[config.mk]
export PLATFORM = sky130hd
export DESIGN_NAME = fifo_readout_seq
export DESIGN_NICKNAME = d
export VERILOG_FILES = /design/src/rtl/fifo_readout_seq.sv
export SDC_FILE = /design/constraint.sdc
export NUM_CORES = 1
export LEC_CHECK = 0
export ABC_AREA = 1
export CORE_UTILIZATION = 46
export DETAILED_ROUTE_END_ITERATION = 16
export PLACE_DENSITY_LB_ADDON = 0.08
export SLEW_MARGIN = 20
export SYNTH_ARGS = -nofsm -noshare
export SYNTH_HDL_FRONTEND = slang
export SYNTH_SLANG_ARGS = --single-unit
export TNS_END_PERCENT = 50
[constraint.sdc]
create_clock -name CLKCMS -period 1.9 [get_ports CLKCMS]
set_input_delay 0.19 -clock CLKCMS [delete_from_list [all_inputs] [get_ports CLKCMS]]
set_output_delay 0.19 -clock CLKCMS [all_outputs]
set_load 0.02 [all_outputs]
[src/rtl/fifo_readout_seq.sv]
// Event readout sequencer: pops an event descriptor, emits header words, drains each
// selected channel FIFO up to its last-flagged word (with timeout), then a trailer.
// Optional build macro READOUT_CHKSUM_EN appends an XOR checksum word after the trailer.
module fifo_readout_seq #(
    parameter int unsigned NCH  = 7,
    parameter int unsigned DW   = 16,
    parameter logic [8:0]  STMO = 9'd40
) (
    input  logic           CLKCMS,
    input  logic           RST,
    input  logic           L1ARST,
    input  logic           DAV_VLD,
    input  logic [NCH-1:0] DAV_MASK,
    output logic           DAV_POP,
    input  logic [NCH-1:0] KILL,
    input  logic [11:0]    DAQMBID,
    input  logic [NCH-1:0] FIFO_RDY,
    output logic [NCH-1:0] OEFIFO_B,
    output logic [NCH-1:0] RENFIFO_B,
    input  logic [DW:0]    DATAIN,
    output logic [DW-1:0]  DOUT,
    output logic           DOUT_VLD,
    output logic           DOUT_LAST,
    output logic [NCH-1:0] TMO_FLAGS
);
    localparam int unsigned CW = $clog2(NCH);

    typedef enum logic [3:0] {
        S_IDLE, S_POP, S_HDR1, S_HDR2, S_SEL, S_WAIT, S_READ, S_TRL, S_CHK
    } state_t;

    state_t         state;
    logic [NCH-1:0] pending;
    logic [CW-1:0]  ch;
    logic [8:0]     timer;
    logic [23:0]    l1acnt;
    logic           rd_d1;
`ifdef READOUT_CHKSUM_EN
    logic [DW-1:0]  csum;
`endif

    logic           sel_any;
    logic [CW-1:0]  sel_idx;
    logic           emit;
    logic [DW-1:0]  word;
    logic           last_word;
    logic           ren_go;

    // A last-flagged word on DATAIN blocks any further read from that channel in the same cycle.
    assign last_word = rd_d1 && DATAIN[DW];
    assign ren_go    = (state == S_READ) && FIFO_RDY[ch] && !last_word;
    assign RENFIFO_B = OEFIFO_B | ~{NCH{ren_go}};

    // Lowest pending channel and the word to emit this cycle.
    always_comb begin
        sel_any = |pending;
        sel_idx = '0;
        for (int i = NCH - 1; i >= 0; i--) begin
            if (pending[i]) sel_idx = CW'(i);
        end
        emit = 1'b0;
        word = '0;
        case (state)
            S_HDR1: begin emit = 1'b1; word = DW'({4'h9, l1acnt[11:0]}); end
            S_HDR2: begin emit = 1'b1; word = DW'({4'hA, DAQMBID}); end
            S_TRL:  begin emit = 1'b1; word = DW'({4'hF, 12'(TMO_FLAGS)}); end
`ifdef READOUT_CHKSUM_EN
            S_CHK:  begin emit = 1'b1; word = csum; end
`endif
            default: begin
                if (rd_d1) begin
                    emit = 1'b1;
                    word = DATAIN[DW-1:0];
                end
            end
        endcase
    end

    always_ff @(posedge CLKCMS or posedge RST) begin
        if (RST) begin
            state     <= S_IDLE;
            pending   <= '0;
            ch        <= '0;
            timer     <= '0;
            l1acnt    <= '0;
            rd_d1     <= 1'b0;
            DAV_POP   <= 1'b0;
            OEFIFO_B  <= '1;
            DOUT      <= '0;
            DOUT_VLD  <= 1'b0;
            DOUT_LAST <= 1'b0;
            TMO_FLAGS <= '0;
`ifdef READOUT_CHKSUM_EN
            csum      <= '0;
`endif
        end else begin
            DAV_POP   <= 1'b0;
            DOUT_VLD  <= emit;
            DOUT_LAST <= 1'b0;
            rd_d1     <= ren_go;
            if (emit) begin
                DOUT <= word;
`ifdef READOUT_CHKSUM_EN
                csum <= csum ^ word;
`endif
            end
            // Clear wins over a coincident trailer increment.
            if (L1ARST)              l1acnt <= '0;
            else if (state == S_TRL) l1acnt <= l1acnt + 24'd1;

            case (state)
                S_IDLE: begin
                    if (DAV_VLD) begin
                        DAV_POP <= 1'b1;
                        state   <= S_POP;
                    end
                end
                S_POP: begin
                    pending   <= DAV_MASK & ~KILL;
                    TMO_FLAGS <= '0;
`ifdef READOUT_CHKSUM_EN
                    csum      <= '0;
`endif
                    state     <= S_HDR1;
                end
                S_HDR1: state <= S_HDR2;
                S_HDR2: state <= S_SEL;
                S_SEL: begin
                    if (sel_any) begin
                        ch       <= sel_idx;
                        OEFIFO_B <= ~(NCH'(1) << sel_idx);
                        timer    <= '0;
                        state    <= S_WAIT;
                    end else begin
                        state    <= S_TRL;
                    end
                end
                S_WAIT: begin
                    if (FIFO_RDY[ch]) begin
                        timer <= '0;
                        state <= S_READ;
                    end else if (timer == STMO) begin
                        TMO_FLAGS[ch] <= 1'b1;
                        pending[ch]   <= 1'b0;
                        OEFIFO_B      <= '1;
                        state         <= S_SEL;
                    end else begin
                        timer <= timer + 9'd1;
                    end
                end
                S_READ: begin
                    if (last_word) begin
                        pending[ch] <= 1'b0;
                        OEFIFO_B    <= '1;
                        state       <= S_SEL;
                    end else if (!FIFO_RDY[ch]) begin
                        timer <= '0;
                        state <= S_WAIT;
                    end
                end
                S_TRL: begin
`ifdef READOUT_CHKSUM_EN
                    state     <= S_CHK;
`else
                    DOUT_LAST <= 1'b1;
                    state     <= S_IDLE;
`endif
                end
                S_CHK: begin
                    DOUT_LAST <= 1'b1;
                    state     <= S_IDLE;
                end
                default: state <= S_IDLE;
            endcase
        end
    end
endmodule

==> impl_metrics.csv <==
group,metric,value,unit
status,outcome,"completed",
clocking,clkLatencyLatePin,0.34,ns
clocking,clockBufferDepth,2,
sta,whs,0.211,ns
sta,period_share,99.9,%
logic_synthesis,ys.flop_type,"dfrtp_1",
clocking,cts-root-buf,"clkbuf_8",
finish,antennaDiodeCount,0,
critical_path,cp.arrival,1.71,ns
finish,final_cells,757,
logic_synthesis,synth-edff-count,0,
sta,relSlewSlack,65.2,%
sta,rsz0062_at_grt,"true",
placed_design,dp_cells,739,
placed_design,placed_area,0.00519,mm²
logic_synthesis,ys_types,40,
logic_synthesis,async_flop_share,100,%
routing,wl_per_cell,14.4,µm
logic_synthesis,synth_common_cells,"nand2_1, nand3_1, dfrtp_1",
die,dieHeight,95.4,µm
grt,grt_max_degree,69,
logic_synthesis,yosys.area_share.adder,0.935,%
critical_path,ff2ff_path_depth,12,
routing,drt_iter0_drc,169,
logic_synthesis,yosys-top-cells-area,"dfrtp_1, nand2_1, nand3_1",
sta,hold_viol,0,
critical_path,regToRegSetupSlack,0.18,ns
pwr,vdd_ir_drop_max,0.679,mV
critical_path,crit_fanout,8,
logic_synthesis,yosysMostFrequentCell,"nand2_1",
logic_synthesis,yosys.area.top_type,"dfrtp_1",
logic_synthesis,synth_seq_cells,68,
grt,antenna_found_initial,0,
clocking,clock_sinks,68,
logic_synthesis,synth-seq-area-share,42.6,%
die,initial_utilization,48.1,%
routing,vias,3989,
logic_synthesis,synthXorXnorAreaFrac,0.218,%
finish,layout-area-overhead-vs-synth,35.9,%
logic_synthesis,postSynthCellCount,528,
pwr,finalPower,0.00751,W
finish,drive_gt1_share,18.4,%
sta,worst_slew_pin_slew,0.518,ns
logic_synthesis,yosysTopAreaCellShare,38.0,%
finish,final_area,0.00546,mm²
sta,fin_tns_setup,0,ns
critical_path,r2r-end,"OEFIFO_B[0]",
logic_synthesis,syn_nets,585,
clocking,clkTransAtPathRegs,0.07,ns
critical_path,setup.worst_path.class,"reg -> out",
clocking,cts_buffers,9,
run,maxCapViolCount,0,
placed_design,place.detailed.hpwl,8010,µm
clocking,cts_tree,"yes",
die,io-pin-count,94,
sta,setup_viol,0,
finish,nets,705,
sta,final-max-slew-violation-count,0,
pwr,powerDensity,1380,mW/mm²
die,core_region_area,0.00834,mm²
critical_path,end_kind,"output port",
logic_synthesis,synth_top_family_by_area,"simple AND/OR/NAND/NOR gates",
placed_design,port-buffer-count,93,
min_path,hp-class,"in -> async",
sta,fmax,0.527,GHz
critical_path,worst_ep_required_time,1.71,ns
routing,wl,10900,µm
grt,grt_pass1_wl,18000,µm
routing,antenna_left,0,
finish,n_fill_cell,735,
critical_path,cp-startpoint,"ch[2]",
critical_path,r2r_start,"ch[0]",
critical_path,critPathLaunchType,"register",
pwr,p_leak,2.55,nW
placed_design,place_congestion,0.870,
grt,grt_pass1_vias,3811,
logic_synthesis,synthesis.area,0.00401,mm²
die,die_x,95.4,µm
die,die-area,0.00910,mm²
routing,drc,0,
clocking,htreeDepth,3,
critical_path,crit_end,"RENFIFO_B[2]",
grt,grt_usage,25.9,%
routing,viasPerCell,5.27,
logic_synthesis,syn_area_per_cell,7.60,µm²
routing,drt_pass1_iterations,5,
logic_synthesis,yosysWarnings,0,
sta,layout_min_cycle_time,1.90,ns
grt,overflow,0,
logic_synthesis,synth_compound_area_share,11.1,%
die,fp-row-count,33,
logic_synthesis,synthSimpleGateAreaFrac,36.8,%
logic_synthesis,synth_mux_area_share,0,%
sta,skew,0.00862,ns
[through the flow]
step           utilization [%]  setup slack [ns]
2_1_floorplan                -            0.0101
3_3_place_gp              62.3            -0.241
3_5_place_dp              62.3            -0.296
4_1_cts                   65.2          -0.00985
5_1_grt                   65.4           -0.0999
6_report                  65.4           0.00138
[worst min-delay path by stage]
stage | from | endpoint | slack [ns] | cells after the start
after floorplan | L1ARST | l1acnt[2] | 0.26 | 1
after global placement | DOUT[7] | DOUT[7] | 0.47 | 2
after detailed placement | OEFIFO_B[4] | OEFIFO_B[4] | 0.46 | 2
after CTS | RST | DOUT[11] | 0.26 | 3
after global routing | RST | DOUT[11] | 0.29 | 3
final | RST | DOUT[11] | 0.21 | 3
[where the power goes]
part | leakage [nW] | switching (W) | internal (W)
combinational | 1.57 | 0.00251 | 0.00162
clock | 0.0986 | 0.000529 | 0.000609
sequential | 0.882 | 0.000319 | 0.00192
total | 2.55 | 0.00336 | 0.00414
[final cells by class]
cell class / instances / area [µm²] / share of cell area, %
Timing Repair Buffer: 120 / 1150 / 21.2
Tap cell: 105 / 131 / 2.41
Sequential cell: 68 / 1710 / 31.4
Inverter: 69 / 267 / 4.88
Clock buffer: 14 / 183 / 3.35
Clock inverter: 1 / 5.00 / 0.0917
Multi-Input combinational cell: 380 / 2000 / 36.7
[critical path, stage by stage, from the launching register on]
cell,delay (ns)
dfrtp_2,0.47
nor2_4,0.16
nand3_2,0.10
nand2_4,0.08
inv_2,0.04
nand2_4,0.07
nand2_4,0.07
or2_4,0.24
buf_6,0.13
[placed cells by master, fill, tap and decap left out, types with 7 or more instances in the layout]
cell	n
dfrtp_1	58
a22oi_1	8
nand4_1	11
o21ai_2	7
dfstp_2	7
nor2_1	39
o31ai_1	7
nand2_1	140
nand2_2	11
clkdlybuf4s50_1	86
a21oi_1	12
nand3_1	66
inv_1	56
nor3_1	8
buf_4	25
nand2_4	8
o21ai_0	23
inv_2	10
clkbuf_8	13
[timing repair]
action                                  4_1_cts  5_1_grt
hold buffers                                  0        0
buffers inserted                              2        1
endpoints found under the setup margin        7       20
gates resized for setup                      51        1
pin swaps                                     1        1
[per-layer routing]
metal / vias up / part of all wire, % / global-route usage, %
li1: 1966 / - / -
met1: 1889 / 48 / 37.6
met2: 122 / 46 / 39.8
met3: 12 / 5.1 / 4.55
met4: 0 / 1.1 / 6.72
met5: - / 0 / 0
[cell families after synthesis]
logic type / count (synthesis)
xor+xnor: 1
buf+inv: 80
simple gates: 309
fa+ha+maj: 3
flops: 68
compound gates: 67
[sequential cells by signal (all words and copies together), names as in the netlist, 3 cells and up]
register	flops
state	3
l1acnt	12
OEFIFO_B	7
DOUT	16
timer	9
TMO_FLAGS	7
ch	3
pending	7
Power figures use the tool's default switching activity.
